==> src/rtl/cubic_row_sequencer_if.sv <==
// Bundle of the scaler-control, line-memory, engine and destination-memory
// signals of cubic_row_sequencer.
//   master: the environment (scaler FSM, SRAM, engine) driving start/params,
//           rd_data and eng_out.
//   slave : the sequencer; drives busy/done, read strobe/address, engine
//           controls and the destination write.
interface cubic_row_sequencer_if #(
  parameter int unsigned AW = 14,
  parameter int unsigned IW = 8
);
  // job request
  logic          start;
  logic [AW-1:0] src_base;
  logic [IW:0]   src_len;
  logic [IW+7:0] start_pos;
  logic [IW+7:0] step;
  logic [IW:0]   n_out;
  logic [AW-1:0] dst_base;
  logic          busy;
  logic          done;
  // source line memory
  logic          rd_en;
  logic [AW-1:0] rd_addr;
  logic [7:0]    rd_data;
  // engine
  logic [2:0]    eng_cycle_cnt;
  logic [23:0]   eng_x;
  logic [7:0]    eng_p;
  logic [7:0]    eng_out;
  // destination memory
  logic          wr_en;
  logic [AW-1:0] wr_addr;
  logic [7:0]    wr_data;

  modport master (
    output start, src_base, src_len, start_pos, step, n_out, dst_base,
    output rd_data, eng_out,
    input  busy, done, rd_en, rd_addr, eng_cycle_cnt, eng_x, eng_p,
    input  wr_en, wr_addr, wr_data
  );

  modport slave (
    input  start, src_base, src_len, start_pos, step, n_out, dst_base,
    input  rd_data, eng_out,
    output busy, done, rd_en, rd_addr, eng_cycle_cnt, eng_x, eng_p,
    output wr_en, wr_addr, wr_data
  );
endinterface

==> src/rtl/cubic_row_sequencer.sv <==
// Walks one cubic-interpolation engine along a source row: per output sample
// it issues four clamped neighbour reads, drives the engine phase/weights and
// writes the previous engine result to the destination memory.
// Ports:
//   clk, rst   clock and synchronous active-high reset
//   bus        cubic_row_sequencer_if.slave: start/params, busy/done,
//              rd_en/rd_addr/rd_data, eng_cycle_cnt/eng_x/eng_p/eng_out,
//              wr_en/wr_addr/wr_data
module cubic_row_sequencer #(
  parameter int unsigned AW = 14,
  parameter int unsigned IW = 8
) (
  input logic                  clk,
  input logic                  rst,
  cubic_row_sequencer_if.slave bus
);

  localparam int unsigned PW = IW + 9;  // position width, Q(IW+1).8
  localparam int unsigned CW = IW + 1;  // count / length width
  localparam int unsigned NW = IW + 3;  // signed neighbour index width
  localparam int unsigned SW = IW + 8;  // step width

  typedef enum logic [2:0] {
    S_IDLE,
    S_RUN,
    S_FLUSH,
    S_WRITE,
    S_DONE
  } state_t;

  state_t        state_q, state_d;
  logic [2:0]    ph_q, ph_d;
  logic [PW-1:0] pos_q, pos_d;
  logic [CW-1:0] grp_q, grp_d;
  logic [AW-1:0] src_base_q, src_base_d;
  logic [CW-1:0] src_len_q, src_len_d;
  logic [SW-1:0] step_q, step_d;
  logic [CW-1:0] n_out_q, n_out_d;

  logic          busy_q, busy_d;
  logic          done_q, done_d;
  logic          rd_en_q, rd_en_d;
  logic          wr_en_q, wr_en_d;
  logic [AW-1:0] rd_addr_q, rd_addr_d;
  logic [AW-1:0] wr_addr_q, wr_addr_d;
  logic [2:0]    cnt_q, cnt_d;
  logic [23:0]   eng_x_q, eng_x_d;

  // saturating position advance
  logic [PW:0] pos_sum;
  assign pos_sum = PW'(pos_q) + (PW+1)'(step_q) + (PW+1)'(0);

  // intermediates of the next-state block
  logic [NW-1:0]        nb_raw, nb_cl;
  logic signed [NW-1:0] nb_s, hi_s;
  logic [15:0]          sq, cu;
  logic [7:0]           t, t2, t3;

  // next state, job registers and registered outputs
  always_comb begin
    state_d    = state_q;
    ph_d       = ph_q;
    pos_d      = pos_q;
    grp_d      = grp_q;
    src_base_d = src_base_q;
    src_len_d  = src_len_q;
    step_d     = step_q;
    n_out_d    = n_out_q;
    // write address advances after each write so it always reads dst_base+g
    wr_addr_d  = wr_en_q ? wr_addr_q + AW'(1) : wr_addr_q;

    case (state_q)
      S_IDLE: begin
        if (bus.start) begin
          src_base_d = bus.src_base;
          src_len_d  = bus.src_len;
          step_d     = bus.step;
          n_out_d    = bus.n_out;
          pos_d      = PW'(bus.start_pos);
          grp_d      = '0;
          ph_d       = '0;
          wr_addr_d  = bus.dst_base;
          state_d    = (bus.n_out == '0) ? S_DONE : S_RUN;
        end
      end
      S_RUN: begin
        if (ph_q == 3'd4) begin
          pos_d = pos_sum[PW] ? '1 : pos_sum[PW-1:0];
          ph_d  = '0;
          if (grp_q == n_out_q - CW'(1)) state_d = S_FLUSH;
          else                           grp_d   = grp_q + CW'(1);
        end else begin
          ph_d = ph_q + 3'd1;
        end
      end
      S_FLUSH: state_d = S_WRITE;
      S_WRITE: state_d = S_DONE;
      S_DONE:  state_d = S_IDLE;
      default: state_d = S_IDLE;
    endcase

    // neighbour index i+ph-1 clamped to [0, src_len-1]
    nb_raw = NW'(pos_d[PW-1:8]) + NW'(ph_d) - NW'(1);
    nb_s   = signed'(nb_raw);
    hi_s   = signed'(NW'(src_len_d) - NW'(1));
    if (nb_s < 0)         nb_cl = '0;
    else if (nb_s > hi_s) nb_cl = hi_s;
    else                  nb_cl = nb_raw;

    // rounded powers of the fractional part
    t  = pos_d[7:0];
    sq = 16'(t) * 16'(t) + 16'd128;
    t2 = 8'(sq >> 8);
    cu = 16'(t2) * 16'(t) + 16'd128;
    t3 = 8'(cu >> 8);

    // outputs describe the state being entered
    busy_d    = state_d inside {S_RUN, S_FLUSH, S_WRITE};
    done_d    = (state_d == S_DONE);
    cnt_d     = (state_d == S_RUN) ? ph_d : 3'd0;
    rd_en_d   = (state_d == S_RUN) && (ph_d != 3'd4);
    wr_en_d   = ((state_d == S_RUN) && (ph_d == 3'd1) && (grp_d != '0)) ||
                (state_d == S_WRITE);
    rd_addr_d = rd_en_d ? src_base_d + AW'(nb_cl) : rd_addr_q;
    eng_x_d   = {t, t2, t3};
  end

  // state and output registers
  always_ff @(posedge clk) begin
    if (rst) begin
      state_q    <= S_IDLE;
      ph_q       <= '0;
      pos_q      <= '0;
      grp_q      <= '0;
      src_base_q <= '0;
      src_len_q  <= '0;
      step_q     <= '0;
      n_out_q    <= '0;
      busy_q     <= 1'b0;
      done_q     <= 1'b0;
      rd_en_q    <= 1'b0;
      wr_en_q    <= 1'b0;
      rd_addr_q  <= '0;
      wr_addr_q  <= '0;
      cnt_q      <= '0;
      eng_x_q    <= '0;
    end else begin
      state_q    <= state_d;
      ph_q       <= ph_d;
      pos_q      <= pos_d;
      grp_q      <= grp_d;
      src_base_q <= src_base_d;
      src_len_q  <= src_len_d;
      step_q     <= step_d;
      n_out_q    <= n_out_d;
      busy_q     <= busy_d;
      done_q     <= done_d;
      rd_en_q    <= rd_en_d;
      wr_en_q    <= wr_en_d;
      rd_addr_q  <= rd_addr_d;
      wr_addr_q  <= wr_addr_d;
      cnt_q      <= cnt_d;
      eng_x_q    <= eng_x_d;
    end
  end

  assign bus.busy          = busy_q;
  assign bus.done          = done_q;
  assign bus.rd_en         = rd_en_q;
  assign bus.rd_addr       = rd_addr_q;
  assign bus.eng_cycle_cnt = cnt_q;
  assign bus.eng_x         = eng_x_q;
  assign bus.eng_p         = bus.rd_data;
  assign bus.wr_en         = wr_en_q;
  assign bus.wr_addr       = wr_addr_q;
  assign bus.wr_data       = bus.eng_out;

endmodule

==> src/flat_wrapper.sv <==
// flat-port wrapper written by rule: the top's interface ports become plain ports
module cubic_row_sequencer_flat 
#(
  parameter int unsigned AW = 14,
  parameter int unsigned IW = 8
)
  (clk, rst, bus_start, bus_src_base, bus_src_len, bus_start_pos, bus_step, bus_n_out, bus_dst_base, bus_rd_data, bus_eng_out, bus_busy, bus_done, bus_rd_en, bus_rd_addr, bus_eng_cycle_cnt, bus_eng_x, bus_eng_p, bus_wr_en, bus_wr_addr, bus_wr_data);
  cubic_row_sequencer_if #(.AW(AW), .IW(IW)) bus_i ();
  input logic clk;
  input logic rst;
  input wire logic [$bits(bus_i.start)-1:0] bus_start;
  input wire logic [$bits(bus_i.src_base)-1:0] bus_src_base;
  input wire logic [$bits(bus_i.src_len)-1:0] bus_src_len;
  input wire logic [$bits(bus_i.start_pos)-1:0] bus_start_pos;
  input wire logic [$bits(bus_i.step)-1:0] bus_step;
  input wire logic [$bits(bus_i.n_out)-1:0] bus_n_out;
  input wire logic [$bits(bus_i.dst_base)-1:0] bus_dst_base;
  input wire logic [$bits(bus_i.rd_data)-1:0] bus_rd_data;
  input wire logic [$bits(bus_i.eng_out)-1:0] bus_eng_out;
  output wire logic [$bits(bus_i.busy)-1:0] bus_busy;
  output wire logic [$bits(bus_i.done)-1:0] bus_done;
  output wire logic [$bits(bus_i.rd_en)-1:0] bus_rd_en;
  output wire logic [$bits(bus_i.rd_addr)-1:0] bus_rd_addr;
  output wire logic [$bits(bus_i.eng_cycle_cnt)-1:0] bus_eng_cycle_cnt;
  output wire logic [$bits(bus_i.eng_x)-1:0] bus_eng_x;
  output wire logic [$bits(bus_i.eng_p)-1:0] bus_eng_p;
  output wire logic [$bits(bus_i.wr_en)-1:0] bus_wr_en;
  output wire logic [$bits(bus_i.wr_addr)-1:0] bus_wr_addr;
  output wire logic [$bits(bus_i.wr_data)-1:0] bus_wr_data;
  assign bus_i.start = bus_start;
  assign bus_i.src_base = bus_src_base;
  assign bus_i.src_len = bus_src_len;
  assign bus_i.start_pos = bus_start_pos;
  assign bus_i.step = bus_step;
  assign bus_i.n_out = bus_n_out;
  assign bus_i.dst_base = bus_dst_base;
  assign bus_i.rd_data = bus_rd_data;
  assign bus_i.eng_out = bus_eng_out;
  assign bus_busy = bus_i.busy;
  assign bus_done = bus_i.done;
  assign bus_rd_en = bus_i.rd_en;
  assign bus_rd_addr = bus_i.rd_addr;
  assign bus_eng_cycle_cnt = bus_i.eng_cycle_cnt;
  assign bus_eng_x = bus_i.eng_x;
  assign bus_eng_p = bus_i.eng_p;
  assign bus_wr_en = bus_i.wr_en;
  assign bus_wr_addr = bus_i.wr_addr;
  assign bus_wr_data = bus_i.wr_data;
  cubic_row_sequencer #(.AW(AW), .IW(IW)) u_core (.clk(clk), .rst(rst), .bus(bus_i));
endmodule
==> config.mk <==
export PLATFORM = sky130hd
export DESIGN_NAME = cubic_row_sequencer_flat
export DESIGN_NICKNAME = d
export VERILOG_FILES = /design/src/rtl/cubic_row_sequencer_if.sv /design/src/rtl/cubic_row_sequencer.sv /design/src/flat_wrapper.sv
export SDC_FILE = /design/constraint.sdc
export NUM_CORES = 1
export LEC_CHECK = 0
export BUFFER_PORTS_ARGS = -buffer_cell sky130_fd_sc_hd__buf_4
export CAP_MARGIN = 20
export CORE_ASPECT_RATIO = 2
export CORE_MARGIN = 2
export CORE_UTILIZATION = 45
export DETAILED_ROUTE_END_ITERATION = 12
export MAX_ROUTING_LAYER = met4
export PLACE_DENSITY = 0.76
export SLEW_MARGIN = 40
export SYNTH_ARGS = -nofsm -noshare
export SYNTH_HDL_FRONTEND = slang
export SYNTH_SLANG_ARGS = --single-unit
==> constraint.sdc <==
create_clock -name clk -period 11.2 [get_ports clk]
set_clock_uncertainty 0.05 [all_clocks]
set_input_delay 0.56 -clock clk [delete_from_list [all_inputs] [get_ports clk]]
set_output_delay 0.56 -clock clk [all_outputs]
set_load 0.1 [all_outputs]
**After elaboration in Yosys (flattened, before gate mapping)**

Index checks and enable logic that the tools add are counted.

- Output and inout bits: 75
- Word-level logic and storage cells: 78
- Bits in registers: 139
- Input bits: 97

- Bitwise logic cells: 1
- $add $sub $neg: 11
- Muxes and demuxes: 25
- Multiply operators: 2
- Order comparisons: 2
- Equality and inequality tests: 11
- Reduce and logical (&&, ||, !) cells: 10

Operators with widths:

| kind | count |
|---|---|
| $mux W14 | 5 |
| $mux W17 | 3 |
| $mux W9 | 5 |
| $pmux W17 S2 | 1 |
| $add A16 B8 Y16 const B | 2 |
| $mul A8 B8 Y16 | 2 |
| $mux W11 | 2 |
| $add A17 B16 Y18 | 1 |
| $mux W3 | 6 |
| $pmux W9 S2 | 1 |
| $add A14 B1 Y14 const B | 1 |
| $add A14 B11 Y14 | 1 |
| $eq A3 B2 Y1 const B | 4 |
| $pmux W3 S4 | 1 |
| $gt A11 B10 Y1 | 1 |
| $lt A11 B1 Y1 const B | 1 |
| $sub A10 B1 Y11 const B | 1 |
| $add A9 B3 Y10 | 1 |
| $sub A9 B1 Y10 const B | 1 |
| $add A9 B1 Y9 const B | 1 |
| $eq A3 B1 Y1 const B | 3 |
| $eq A9 B9 Y1 | 1 |
| $logic_not A9 Y1 | 1 |
| $reduce_bool A9 Y1 | 1 |
| 12 further kinds | 15 |

**Logic depth before layout (Yosys ltp)**

- Depth after elaboration: 10
- Gate-level depth with buffers: 45
- Gate-level depth less buffers: 43

**Least setup slack after synthesis**

OpenSTA, ideal clock, no wires.

- Path kind: reg-to-reg
- Start point: register u_core.pos_q[5]
- End point: register u_core.eng_x_q[7], in the netlist u_core.bus.eng_x[7]
- Path buffers: 1
- Slack: 1157 ps
- Library setup time: 70 ps
- Required time: 11080 ps
- Clock period less this slack: 10043 ps
- Arrival time: 9923 ps
- Cell stages (with the launch flop): 38
- Path through: dfxtp_1 > ha_1 > nand2_1 > or3_1 > a21oi_1 > o21a_1 > nor3_1 > buf_2 > nand3_1 > o221ai_1 > or2_2 > fa_1 > inv_1 > ha_1 > xnor2_1 > fa_1 > fa_1 > ha_1 > [... 2 more ...] > a31oi_2 > o21ai_2 > a21oi_2 > xor2_2 > or2_1 > fa_1 > fa_1 > inv_1 > fa_1 > fa_1 > ha_1 > a21o_1 > a21o_1 > a21oi_1 > o21ai_0 > a2111oi_0 > o21ai_0 > a21oi_1

- Cells in the longest elaborated chain, start to end: 8
- Elaborated cells between the ends (all ways): 9
- Those cells by class: add/sub (3); mul (2); mux (4)

RTL lines:

| element | line | text |
|---|---|---|
| start: declaration | cubic_row_sequencer.sv:33 | `logic [PW-1:0] pos_q, pos_d;` |
| start signal: assignment | cubic_row_sequencer.sv:150 | `pos_q <= pos_d;` |
| $add A17 B16 Y18 | cubic_row_sequencer.sv:51 | `assign pos_sum = PW'(pos_q) + (PW+1)'(step_q) + (PW+1)'(0);` |
| $mux W17 | cubic_row_sequencer.sv:88 | `pos_d = pos_sum[PW] ? '1 : pos_sum[PW-1:0];` |
| $mux W17 | cubic_row_sequencer.sv:87 | `if (ph_q == 3'd4) begin` |
| $pmux W17 S2 (*) | cubic_row_sequencer.sv:72 | `case (state_q)` |
| $mul A8 B8 Y16 | cubic_row_sequencer.sv:112 | `sq = 16'(t) * 16'(t) + 16'd128;` |
| $add A16 B8 Y16 | cubic_row_sequencer.sv:112 |  |
| $mul A8 B8 Y16 (*) | cubic_row_sequencer.sv:114 | `cu = 16'(t2) * 16'(t) + 16'd128;` |
| $add A16 B8 Y16 (*) | cubic_row_sequencer.sv:114 |  |
| end signal: assignment | cubic_row_sequencer.sv:163 | `eng_x_q <= eng_x_d;` |
| end: declaration | cubic_row_sequencer.sv:47 | `logic [23:0] eng_x_q, eng_x_d;` |

Mark *: on every way between the ends. The rest lies on a longest branch, timed or not.
A chain may end at the register's enable or synchronous reset.

**Worst setup path after layout**

- Start point: register u_core.pos_q[5]
- End point: register u_core.eng_x_q[6], in the netlist u_core.bus.eng_x[6]

The elaborated chain is that of the path after synthesis.

==> results.py <==
metrics = {
    "outcome": {
        "run_status": "finished, final reports clean",
    },
    "logic_synthesis": {
        "synth-seq-area-share_pct": 23.1,
        "synthFlopType": "dfxtp_1",
        "yosysWarnings": 0,
        "synth_area_leaders": "dfxtp_1 23%, ha_1 14%, fa_1 10%, nor2_1 7.1%, nand2_1 4.8%",
        "synth_seq_cells": 131,
        "synth_cells": 1418,
        "synth_edf_count": 0,
        "synthArstFlopShare_pct": 0,
        "syn_area_mm2": 0.0113,
        "ys_types": 82,
        "synth_top_area_share_pct": 23.1,
        "syn_area_per_cell_um2": 7.99,
        "syn_nets": 1698,
        "synth_area_leader_cell": "dfxtp_1",
    },
    "sta": {
        "hold_viol": 0,
        "fmax_mhz": 94.3,
        "slew-limit-headroom_pct": 46.1,
        "fin_crit_sh_pct": 94.7,
        "slew_viol_final": 0,
        "finalWorstSetupSlack_ps": 593,
        "fin_crit_ps": 10610,
        "rsz0062_at_grt": "yes",
        "finalSetupViolCount": 0,
        "worstMarginPinSlew_ps": 808,
    },
    "pwr": {
        "pwr-share-clk_pct": 23.4,
        "intPower_mw": 1.38,
        "swShare_pct": 45.6,
        "power.density_mw_per_mm2": 193,
        "p_comb_share_pct": 54.9,
        "peakVddDrop_mv": 0.206,
        "leakagePower_nw": 6.18,
        "p_seq_share_pct": 21.7,
        "switchingPower_mw": 1.16,
    },
    "global_route": {
        "grt_max_degree": 74,
        "antenna_found_initial": 0,
        "grt_pass1_vias": 10642,
        "overflow": 0,
        "grt_use_total_pct": 24.9,
        "grt_pass1_wl_um": 50300,
    },
    "place": {
        "gp_congestion": 0.912,
        "pre_cts_slack_ps": 409,
        "placed_cell_area_mm2": 0.0125,
        "port_buffers": 139,
        "dp_hpwl_um": 24100,
    },
    "floorplan": {
        "fp.dieW_um": 116,
        "core-area_mm2": 0.0249,
        "ios": 172,
        "num_rows": 82,
        "die_h_um": 228,
        "initial_core_util_pct": 45.5,
        "dieArea_mm2": 0.0266,
    },
    "route": {
        "ant_nets": 0,
        "drt-pass1-iter-count": 5,
        "top_layer": "met4",
        "wirelength_um": 31000,
        "wl_met1_um": 10800,
        "drc": 0,
        "viasPerCell": 5.51,
        "num_vias": 10254,
        "drtIter0Drc": 525,
        "dr_wl_met3_um": 1120,
        "routedWlPerCell_um": 16.7,
        "wl_met2_um": 17300,
    },
    "critical_path": {
        "timing_worst_setup_path_type": "reg -> reg",
        "crit_fanout": 16,
        "r2r_cells": 38,
        "critPathLaunchType": "flop",
        "cp_common_cell": "fa_1",
        "endpoint_kind": "flop",
        "cp_data_required_time_ps": 11530,
        "cpPeakStageDelay_ps": 630,
        "arrival_ps": 10940,
        "crit_slowest_cell": "or4b_2",
    },
    "cells_and_area": {
        "area_growth_pct": 16.3,
        "final_area_mm2": 0.0132,
        "n_antenna_cell": 0,
        "layout-drive-gt1-share_pct": 15.3,
        "final_nets": 1791,
        "final.fill_count": 2393,
    },
    "cts": {
        "clock_path_buffers": 2,
        "cts_tree": "built",
        "clk_pin_slew_ps": 60,
        "h-tree-depth": 4,
        "hold_buffers": 0,
        "cts_root_buffer": "clkbuf_16",
        "cts_sinks": 131,
        "insertion_delay_ps": 450,
        "cts_resized": 0,
        "post-cts-setup-buffers": 0,
        "cts_buffers": 17,
    },
    "min_path": {
        "hold_class": "in -> reg",
        "min_path_cells": 3,
    },
    "job": {
        "max_cap_viol_count": 0,
    },
}
area by class of cell:
type                    count  area (um^2)  area share, %
well taps                 336          420           3.19
inverters                 124          465           3.53
clock buffers              20          457           3.46
clock inverters            12          165           1.25
flip-flops and latches    131         2620           19.9
multi-input cells        1078         7860           59.6
repair buffers            159         1190           9.03
cells by family after synthesis:
group	share of synthesized area [%]
compound gates	16.4
xor+xnor	5.83
flops	23.1
fa+ha+maj	24.1
simple gates	20.5
mux	2.14
buf+inv	7.88
layout by cell type (no fill, tap or decap), types with 4 or more instances in the layout:
| cell | count |
|---|---|
| inv_1 | 121 |
| and2_1 | 9 |
| xor2_1 | 33 |
| nand2b_1 | 17 |
| nor3_1 | 29 |
| o211ai_1 | 6 |
| a21o_1 | 14 |
| nor2_1 | 213 |
| a211oi_1 | 25 |
| or3_1 | 10 |
| a221oi_1 | 6 |
| mux2i_1 | 22 |
| clkbuf_16 | 17 |
| o31ai_1 | 5 |
| or2_2 | 7 |
| fa_1 | 59 |
| o22ai_1 | 4 |
| buf_4 | 158 |
| o21a_1 | 17 |
| o21ai_0 | 45 |
| a21oi_1 | 93 |
| ha_1 | 124 |
| nor2b_1 | 10 |
| nand4_1 | 10 |
| nor4_1 | 6 |
| or2_1 | 4 |
| nand2_1 | 145 |
| o21bai_1 | 9 |
| xnor2_1 | 34 |
| dfxtp_1 | 131 |
| o31a_1 | 5 |
| inv_6 | 6 |
| and3_1 | 8 |
| nand3_1 | 30 |
state kept, by name (all words and copies together) (netlist names), 3 cells and up:
| name | flops |
|---|---|
| u_core.pos_q | 17 |
| u_core.bus.eng_x | 16 |
| u_core.step_q | 16 |
| u_core.bus.rd_addr | 14 |
| u_core.bus.wr_addr | 14 |
| u_core.src_base_q | 14 |
| u_core.grp_q | 9 |
| u_core.n_out_q | 9 |
| u_core.src_len_q | 9 |
| u_core.bus.eng_cycle_cnt | 3 |
| u_core.ph_q | 3 |
| u_core.state_q | 3 |
power by group through the flow:
| stage | clock, mW | sequential (mW) | combinational (mW) |
|---|---|---|---|
| finish | 0.595 | 0.551 | 1.39 |
| global route | 0.623 | 0.556 | 1.56 |
| CTS | 0.607 | 0.551 | 1.40 |
| detailed placement | 0 | 0.560 | 1.39 |
| global placement | 0 | 0.560 | 1.36 |
| floorplan | 0 | 0.776 | 0.862 |
through the flow:
stage	std cells	power (mW)	TNS [ps]	utilization, %	hold slack, ps
floorplan	1418	1.64	0	-	390
global placement	1827	1.92	0	50.2	399
detailed placement	1827	1.95	0	50.2	405
CTS	1859	2.55	0	52.7	293
global route	1860	2.74	-24.1	52.9	314
finish	1860	2.54	0	52.9	308
critical path, delay by kind of cell (launching register included):
kind	cells	cell delay [ps]
simple gates	8	1840
flops	1	370
compound gates	13	2440
fa+ha+maj	11	5110
xor+xnor	1	170
buf+inv	5	560
per-layer routing:
metal  vias to the layer above  track usage, %
met5                         -               -
met1                      4861            22.7
met2                       285            46.3
li1                       4984               -
met3                       124            3.92
met4                         0            15.6
synth_stat cells, types with 25 or more instances:
cell and n:
xnor2_1 34, ha_1 124, o21ai_0 46, a211oi_1 25, nand3_1 30, fa_1 59
dfxtp_1 131, nor3_1 29, nand2_1 146, a21oi_1 94, inv_1 122, buf_4 27
xor2_1 34, nor2_1 213, clkbuf_1 48
worst paths after layout:
kind                    start                   to  slack (ps)
min reg2reg  u_core.step_q[0]     u_core.step_q[0]         410
max reg2reg   u_core.pos_q[5]  u_core.bus.eng_x[6]         590
min              bus_step[13]    u_core.step_q[13]         310
max           u_core.pos_q[5]  u_core.bus.eng_x[6]         590
Power figures use the tool's default switching activity.
